`src/rtl/rns_conv_pipe.sv`:
```
// rns_conv_pipe: 3-stage converter from RNS {2^N-1, 2^N+1, 2^2N+1, 2^(2N+P)} to binary.
// Define RNS_CONV_RANGE_CHECK_EN to flag out-of-range residues on err (X forced to 0).
module rns_conv_pipe #(
    parameter int N = 4,
    parameter int P = 2
) (
    input  logic               clk,
    input  logic               rst_n,
    input  logic               in_valid,
    output logic               in_ready,
    input  logic [N-1:0]       R1,
    input  logic [N:0]         R2,
    input  logic [2*N:0]       R3,
    input  logic [2*N+P-1:0]   R4,
    output logic               out_valid,
    input  logic               out_ready,
    output logic [6*N+P-1:0]   X,
    output logic               err
);
    localparam int W  = 4 * N;
    localparam int K  = 2 * N + P;
    localparam int A1 = ((-(K + 2)) % N + N) % N;
    localparam int B2 = ((N - 2 - K) % (2 * N) + 2 * N) % (2 * N);
    localparam int B3 = ((2 * N - 1 - K) % W + W) % W;
    localparam int B4 = (W - K) % W;

    function automatic logic [W-1:0] rotl(input logic [W-1:0] x, input int r);
        return (x << r) | (x >> (W - r));
    endfunction

    function automatic logic [W-1:0] maj(input logic [W-1:0] a, input logic [W-1:0] b,
                                         input logic [W-1:0] c);
        return (a & b) | (a & c) | (b & c);
    endfunction

    logic          w_en1, w_en2, w_en3;
    logic          r_v1, r_v2, r_v3;
    logic [W-1:0]  w_m2, w_m3;
    logic [W-1:0]  w_t1, w_t2, w_t3, w_t4;
    logic [W-1:0]  r_t1, r_t2, r_t3, r_t4;
    logic [K-1:0]  r_r4_1, r_r4_2;
    logic [W-1:0]  w_sa, w_ca, w_sb, w_cb;
    logic [W-1:0]  r_s, r_c;
    logic [W:0]    w_sum;
    logic [W-1:0]  w_eac, w_y;
    logic [6*N+P-1:0] r_x;
    logic          w_err2;

    assign w_en3    = !r_v3 || out_ready;
    assign w_en2    = !r_v2 || w_en3;
    assign w_en1    = !r_v1 || w_en2;
    assign in_ready = w_en1;

    // Each term is Ri * (M/mi) * 2^e mod 2^4N-1; the moduli products reduce to replication/rotation.
    assign w_m2 = {{(2*N){1'b0}}, R2[N-1:0], {N{1'b0}}} - {{(3*N-1){1'b0}}, R2};
    assign w_m3 = {R3[2*N-1:0], {(2*N){1'b0}}} - {{(2*N-1){1'b0}}, R3};
    assign w_t1 = rotl({4{R1}}, A1);
    assign w_t2 = rotl({2{w_m2[2*N-1:0]}}, B2);
    assign w_t3 = rotl(w_m3, B3);
    assign w_t4 = rotl(~{{(W-K){1'b0}}, R4}, B4);

    // Two end-around 3:2 compressors fold four terms into a sum/carry pair.
    assign w_sa = r_t1 ^ r_t2 ^ r_t3;
    assign w_ca = rotl(maj(r_t1, r_t2, r_t3), 1);
    assign w_sb = w_sa ^ w_ca ^ r_t4;
    assign w_cb = rotl(maj(w_sa, w_ca, r_t4), 1);

    assign w_sum = {1'b0, r_s} + {1'b0, r_c};
    assign w_eac = w_sum[W-1:0] + {{(W-1){1'b0}}, w_sum[W]};
    assign w_y   = &w_eac ? '0 : w_eac;

    always_ff @(posedge clk) begin
        if (w_en1 && in_valid) begin
            r_t1   <= w_t1;
            r_t2   <= w_t2;
            r_t3   <= w_t3;
            r_t4   <= w_t4;
            r_r4_1 <= R4;
        end
        if (w_en2 && r_v1) begin
            r_s    <= w_sb;
            r_c    <= w_cb;
            r_r4_2 <= r_r4_1;
        end
    end

    always_ff @(posedge clk or negedge rst_n) begin
        if (!rst_n) begin
            r_v1 <= 1'b0;
            r_v2 <= 1'b0;
            r_v3 <= 1'b0;
            r_x  <= '0;
        end else begin
            if (w_en1) r_v1 <= in_valid;
            if (w_en2) r_v2 <= r_v1;
            if (w_en3) r_v3 <= r_v2;
            if (w_en3 && r_v2) r_x <= w_err2 ? '0 : {w_y, r_r4_2};
        end
    end

`ifdef RNS_CONV_RANGE_CHECK_EN
    logic w_bad, r_err1, r_err2, r_err;
    assign w_bad = (&R1) || (R2 > {1'b1, {N{1'b0}}}) || (R3 > {1'b1, {(2*N){1'b0}}});
    always_ff @(posedge clk or negedge rst_n) begin
        if (!rst_n) begin
            r_err1 <= 1'b0;
            r_err2 <= 1'b0;
            r_err  <= 1'b0;
        end else begin
            if (w_en1 && in_valid) r_err1 <= w_bad;
            if (w_en2 && r_v1) r_err2 <= r_err1;
            if (w_en3 && r_v2) r_err <= r_err2;
        end
    end
    assign w_err2 = r_err2;
    assign err    = r_err;
`else
    assign w_err2 = 1'b0;
    assign err    = 1'b0;
`endif

    assign out_valid = r_v3;
    assign X         = r_x;
endmodule

```
`config.mk`:
```
export PLATFORM = sky130hd
export DESIGN_NAME = rns_conv_pipe
export DESIGN_NICKNAME = d
export VERILOG_FILES = /design/src/rtl/rns_conv_pipe.sv
export SDC_FILE = /design/constraint.sdc
export NUM_CORES = 1
export LEC_CHECK = 0
export CORE_ASPECT_RATIO = 1.2
export CORE_MARGIN = 1
export CORE_UTILIZATION = 40
export CTS_CLUSTER_SIZE = 16
export DETAILED_ROUTE_END_ITERATION = 8
export PLACE_DENSITY = 0.57
export SYNTH_ARGS = -nofsm -noshare
export SYNTH_HDL_FRONTEND = slang
export SYNTH_SLANG_ARGS = --single-unit
```
`constraint.sdc`:
```
create_clock -name clk -period 10.3 [get_ports clk]
set_clock_uncertainty 0.2 [all_clocks]
set_input_delay 1.03 -clock clk [delete_from_list [all_inputs] [get_ports clk]]
set_output_delay 1.03 -clock clk [all_outputs]
set_load 0.02 [all_outputs]
```
# Yosys cells after proc, flatten, opt, wreduce, memory -nomap -nowiden
# Index checks and enable logic that the tools add are counted.
# word_totals
reg_bits,145
out_inout_bits,29
# classes
bitwise,19
mux,1
addsub,4
reduce_logical,10
# ops
op,n
$and A16 B16 Y16,6
$or A16 B16 Y16,4
$xor A16 B16 Y16,4
$or A16 B1 Y16,2
$add A16 B16 Y17,1
$add A16 B1 Y16,1
$mux W16,1
$not A10 Y16,1
$or A16 B13 Y16,1
$or A16 B6 Y16,1
$reduce_and A16 Y1,1
$sub A16 B9 Y16,1
$sub A8 B5 Y8,1
$logic_and A1 B1 Y1,3
$logic_not A1 Y1,3
$logic_or A1 B1 Y1,3

# Depth between registers and ports, before layout
# logic_depth
ltp_word,8
depth_mapped,20

# Worst setup path before layout
# OpenSTA, ideal clock, no wires.
# synth_path
path_kind,flip-flop to flip-flop
start,register r_s[0]
end,register r_x[11] (netlist: X[11])
setup_slack_ns,6.005
setup_time_ns,0.119
path_stages_with_launch,20
required_ns,9.981
arrival_time_ns,3.977
synth_period_minus_slack_ns,4.295
cell_sequence,edfxtp_1 ha_1 fa_1 a211oi_2 o31ai_4 o21a_1 a21oi_1 nor2_1 o21a_1 o21ai_0 nand2b_1 ha_1 nand3_1 nor4_4 nor4b_2 xnor2_1 o21ai_2 nor4b_4 buf_6 nor2_2
# synth_via
elab_chain_len,4
# synth_rtl
element,line,rtl
start: declaration,43,"logic [W-1:0] r_s, r_c;"
start signal: assignment,81,r_s <= w_sb;
$add A16 B16 Y17 *,68,"assign w_sum = {1'b0, r_s} + {1'b0, r_c};"
$add A16 B1 Y16 *,69,"assign w_eac = w_sum[W-1:0] + {{(W-1){1'b0}}, w_sum[W]};"
$reduce_and A16 Y1,70,assign w_y = &w_eac ? '0 : w_eac;
$mux W16 *,70,
end signal: assignment,97,"if (w_en3 && r_v2) r_x <= w_err2 ? '0 : {w_y, r_r4_2};"
end: declaration,46,logic [6*N+P-1:0] r_x;
# Every way passes the cells marked *; elsewhere a longest branch is shown, timed or not.
# A chain may end at the register's enable or synchronous reset.

# Worst setup path in the final report
# layout_path
start,register r_s[0]
end,register r_x[23] (netlist: X[23])
# The elaborated chain is that of the path after synthesis.

==> flow_results.org <==
** Status
- Outcome :: completed

** Yosys
- Among all flip-flop cells after synthesis, the most frequent one is sky130_fd_sc_hd__edfxtp_1.
- Sorting the synthesized cells by how often they occur yields sky130_fd_sc_hd__edfxtp_1 (90), sky130_fd_sc_hd__inv_1 (48), sky130_fd_sc_hd__a21oi_1 (29), sky130_fd_sc_hd__dfrtp_1 (29), sky130_fd_sc_hd__ha_1 (28).
- The mapped netlist covers 0.00663 mm^2.
- Yosys warns :: 0
- Cells taking the most area after synthesis :: sky130_fd_sc_hd__edfxtp_1 (41%), sky130_fd_sc_hd__dfrtp_1 (11%), sky130_fd_sc_hd__fa_1 (8.2%), sky130_fd_sc_hd__ha_1 (5.3%), sky130_fd_sc_hd__inv_1 (2.7%)
- By instance count, the leading cell after synthesis is sky130_fd_sc_hd__edfxtp_1.
- Yosys mapped a number of flops with a built-in enable equal to 90.
- Cell type with the largest total area after synthesis :: sky130_fd_sc_hd__edfxtp_1
- For this run, the register share of the synthesized area comes to 51.7%.
- Fraction of synthesized cell area taken by the top area cell type :: 40.8%
- The number of different library cells used by synthesis comes to 77.
- Synth Instances :: 530
- Fraction of registers with async set or reset after synthesis :: 24.4%
- The number of nets in the synthesized netlist is 617.
- Count of state elements after synthesis :: 119
- Avg Inst Size Synth :: 12.5 um^2

** Pwr
- Worst ir drop on vdd :: 0.101 mV
- Per report_power, the combinational group accounts for 36.7% of the total.
- Part of the total power dissipated in sequential elements :: 34.6%
- Switching portion of total power :: 33.7%
- Power spread over the standard cell area amounts to 240 mW/mm^2.
- Clk network pwr share :: 28.7%
- The internal power of the cells totals 1260 uW.
- For this design the static power due to leakage is 0.00310 uW.
- Summed over all nets, the switching power comes to 643 uW.

** STA
- The final number of max-transition violations is 0.
- Timing would allow up to 193 MHz.
- Setup violations remaining at the end of the flow were counted as 0.
- After layout, the worst path uses 50.4% of the clock period.
- At the pin with the least slew margin, the transition time is 1.07 ns.
- The final hold violation count is 0.
- The worst pin sits at a relative slew slack of 27.4%.
- Summed over all failing endpoints, the final setup total negative slack is 0 ns.
- Setup repair after global routing left no endpoint under its margin.
- Setup slack on the critical path of the routed design comes to 5.11 ns.
- The worst path needs 5.19 ns of the cycle, external delays included.

** Clock network
- TritonCTS built the clock tree.
- Clock Pin Slew Worst Setup and Hold Paths :: 0.05 ns
- The H-tree generated during clock tree synthesis spans 4 levels.
- Buffers inserted during post-CTS setup optimization :: 0
- The number of gates resized after CTS was 0.
- Buffers from clock root to sink, at most :: 2
- In this run the clock root is driven by a sky130_fd_sc_hd__clkbuf_16.
- TritonCTS created 17 clock buffers.
- Clock latency reported for the late side of the worst-skew pair :: 0.41 ns
- Buffers inserted to repair hold after CTS numbered 0.
- Number of sinks on the clock net :: 119

** Cells and area
- The layout has 1,436 filler cells.
- Net count, final :: 680
- Footprint of the flip-flops and latches :: 0.00343 mm^2
- Footprint of the multi-input gates :: 0.00292 mm^2
- Share of cells above drive strength 1 :: 12.9%
- The repair_antennas step left the layout with diodes totalling 0.
- Growth of design area from synthesis to finish :: 19.8%

** Setup path
- At the worst endpoint, the required time is 10.35 ns.
- STA puts the critical path data arrival time at 5.24 ns.
- Worst r2r src :: r_s[0]
- Category of the critical setup timing path :: reg2reg
- The worst setup path is launched from a flip-flop.
- Type of element capturing the critical path :: flip-flop
- Crit path from :: r_s[0]
- Endpoint of the most critical register-to-register path :: X[23]
- The worst register-to-register path has a depth of 19.
- Largest fanout on the critical path :: 13
- Setup slack of the most critical reg-to-reg path :: 5.11 ns

** Placed design
- Worst setup timing slack at the placement stage :: 5.07 ns
- Half-perimeter wire length of the detailed placement result :: 9940 um
- In this run the tool buffered the top-level ports with 59 buffer cells.
- Routability-driven placement finished with a final weighted congestion of 0.902.

** GRT
- Wire length of the first global-routing pass :: 20,900 um
- Pin count of the biggest net entering global routing :: 49
- Antenna violations before repair :: 0
- Global routing used 16.1% of the available tracks across all layers.
- Global routing finished with a remaining overflow of 0.
- Vias in the first global route :: 4,241

** Floorplan
- The floorplan step set the die width to 120 um.
- Row generation in the floorplan step produced 51 rows.
- The die covers 0.0171 mm^2.
- For this configuration, the core starts out at a cell density of 40.9%.
- The core region is 0.0162 mm^2.
- Top-level I/O count :: 61
- The floorplan step set the die height to 143 um.

** Detailed routing
- Max Used Layer :: met4
- Wl on met1 :: 5320 um
- The routed design uses 387 um of met3 wire.
- For this run, the detailed router's first-pass iteration total came to 4.
- Violation count after the first detailed-routing iteration :: 178
- DRC violation count after routing :: 0
- After detailed routing, the total wire length is 12,800 um.
- Dividing the detail-routed via count by the number of cells gives 5.08.
- Dividing the detail-routed wire length by the instance count gives 15.6 um.
- Detailed routing inserted a total of 4,154 vias.
- After detailed routing, the met2 layer carries 6690 um of wire.
- Count of nets left with antenna violations after detail routing :: 0

** Worst hold path
- The path with the worst hold slack has its endpoint at r_r4_2[7].
- In this run the most critical hold path is launched from r_r4_1[7].
- Class of the most critical hold timing path :: reg2reg
- Worst hold path cell count :: 0

** Flow run
- Number of maximum-capacitance constraint violations :: 0
final cells by class:
class	instances	area share, %
well taps	212	3.34
multi-input cells	347	36.8
flip-flops and latches	119	43.2
repair buffers	60	7.53
clock buffers	20	5.50
inverters	48	2.27
clock inverters	11	1.37
metrics by stage:
step | cell area [um^2] | hold WS, ns | power, uW | std cells | util (%)
2_1_floorplan | 6630 | 0.200 | 1160 | 530 | -
3_3_place_gp | 7390 | 0.202 | 1360 | 786 | 45.6
3_5_place_dp | 7390 | 0.205 | 1370 | 786 | 45.6
4_1_cts | 7940 | 0.212 | 1930 | 817 | 49.0
5_1_grt | 7940 | 0.221 | 2020 | 817 | 49.0
6_report | 7940 | 0.215 | 1910 | 817 | 49.0
worst max path at each step:
stage,end,cells after the start
2_1_floorplan,X[11],19
3_3_place_gp,X[23],19
3_5_place_dp,X[23],19
4_1_cts,X[23],19
5_1_grt,X[23],19
6_report,X[23],19
placed cells by master (no fill, tap or decap), types with 3 or more instances in the layout:
| master | instances |
|---|---|
| sky130_fd_sc_hd__mux2i_1 | 7 |
| sky130_fd_sc_hd__clkbuf_16 | 17 |
| sky130_fd_sc_hd__clkdlybuf4s50_1 | 59 |
| sky130_fd_sc_hd__clkinv_2 | 5 |
| sky130_fd_sc_hd__and3_1 | 6 |
| sky130_fd_sc_hd__nand2_1 | 24 |
| sky130_fd_sc_hd__fa_1 | 27 |
| sky130_fd_sc_hd__ha_1 | 28 |
| sky130_fd_sc_hd__nor3b_1 | 4 |
| sky130_fd_sc_hd__and2_1 | 3 |
| sky130_fd_sc_hd__nor3_1 | 12 |
| sky130_fd_sc_hd__mux2_2 | 11 |
| sky130_fd_sc_hd__xnor2_1 | 19 |
| sky130_fd_sc_hd__o21ai_0 | 11 |
| sky130_fd_sc_hd__a21o_1 | 9 |
| sky130_fd_sc_hd__nand4_1 | 3 |
| sky130_fd_sc_hd__nor2b_1 | 3 |
| sky130_fd_sc_hd__dfrtp_1 | 29 |
| sky130_fd_sc_hd__a21oi_1 | 29 |
| sky130_fd_sc_hd__clkbuf_1 | 3 |
| sky130_fd_sc_hd__and2_2 | 3 |
| sky130_fd_sc_hd__o31ai_1 | 3 |
| sky130_fd_sc_hd__inv_1 | 48 |
| sky130_fd_sc_hd__or3_1 | 3 |
| sky130_fd_sc_hd__nand3_1 | 16 |
| sky130_fd_sc_hd__nor2_2 | 10 |
| sky130_fd_sc_hd__nand2b_1 | 5 |
| sky130_fd_sc_hd__nor4_1 | 9 |
| sky130_fd_sc_hd__nor2_1 | 27 |
| sky130_fd_sc_hd__a31oi_1 | 7 |
| sky130_fd_sc_hd__xor2_1 | 11 |
| sky130_fd_sc_hd__a211oi_1 | 3 |
| sky130_fd_sc_hd__edfxtp_1 | 90 |
sequential cells by signal, summed over array words and instances (netlist names):
name and cells:
X 26, out_valid 1, r_c 16, r_r4_1 10, r_r4_2 10, r_s 16, r_t1 4, r_t2 8
r_t3 16, r_t4 10, r_v1 1, r_v2 1
worst max-delay path, stage by stage (launching register included):
cell and delay (ns):
sky130_fd_sc_hd__edfxtp_1 0.37, sky130_fd_sc_hd__ha_1 0.25, sky130_fd_sc_hd__fa_1 0.42, sky130_fd_sc_hd__a211oi_2 0.40, sky130_fd_sc_hd__o31ai_4 0.15, sky130_fd_sc_hd__o21a_1 0.23
sky130_fd_sc_hd__a21oi_1 0.24, sky130_fd_sc_hd__nor2_1 0.08, sky130_fd_sc_hd__o21a_1 0.16, sky130_fd_sc_hd__o21ai_0 0.16, sky130_fd_sc_hd__nand2b_1 0.09, sky130_fd_sc_hd__ha_1 0.22
sky130_fd_sc_hd__ha_1 0.22, sky130_fd_sc_hd__xor2_1 0.21, sky130_fd_sc_hd__nand4_1 0.12, sky130_fd_sc_hd__nor2_1 0.12, sky130_fd_sc_hd__and3_1 0.17, sky130_fd_sc_hd__o2111ai_1 0.22
sky130_fd_sc_hd__nor4b_4 0.84, sky130_fd_sc_hd__nor3_1 0.15
power groups by stage:
stage	sequential, uW	combinational (uW)	clock (uW)
after floorplan	710	448	0
after global placement	667	690	0
after detailed placement	670	700	0
after CTS	662	703	562
after global routing	670	773	580
final	659	700	548
cell families after synthesis:
group           count (synthesis)  synth area share [%]
flops                         119                  51.7
xor+xnor                       32                  4.46
buf+inv                        64                  4.25
mux                            19                  3.15
other cells                     1                0.0566
simple gates                  149                  13.2
fa+ha+maj                      55                  13.4
compound gates                 91                  9.68
routing by layer:
metal / GRT usage (%) / up-vias
li1: - / 2058
met3: 3.83 / 28
met2: 27.6 / 93
met1: 18.7 / 1975
met5: 0 / -
met4: 8.42 / 0
Power figures use the tool's default switching activity.
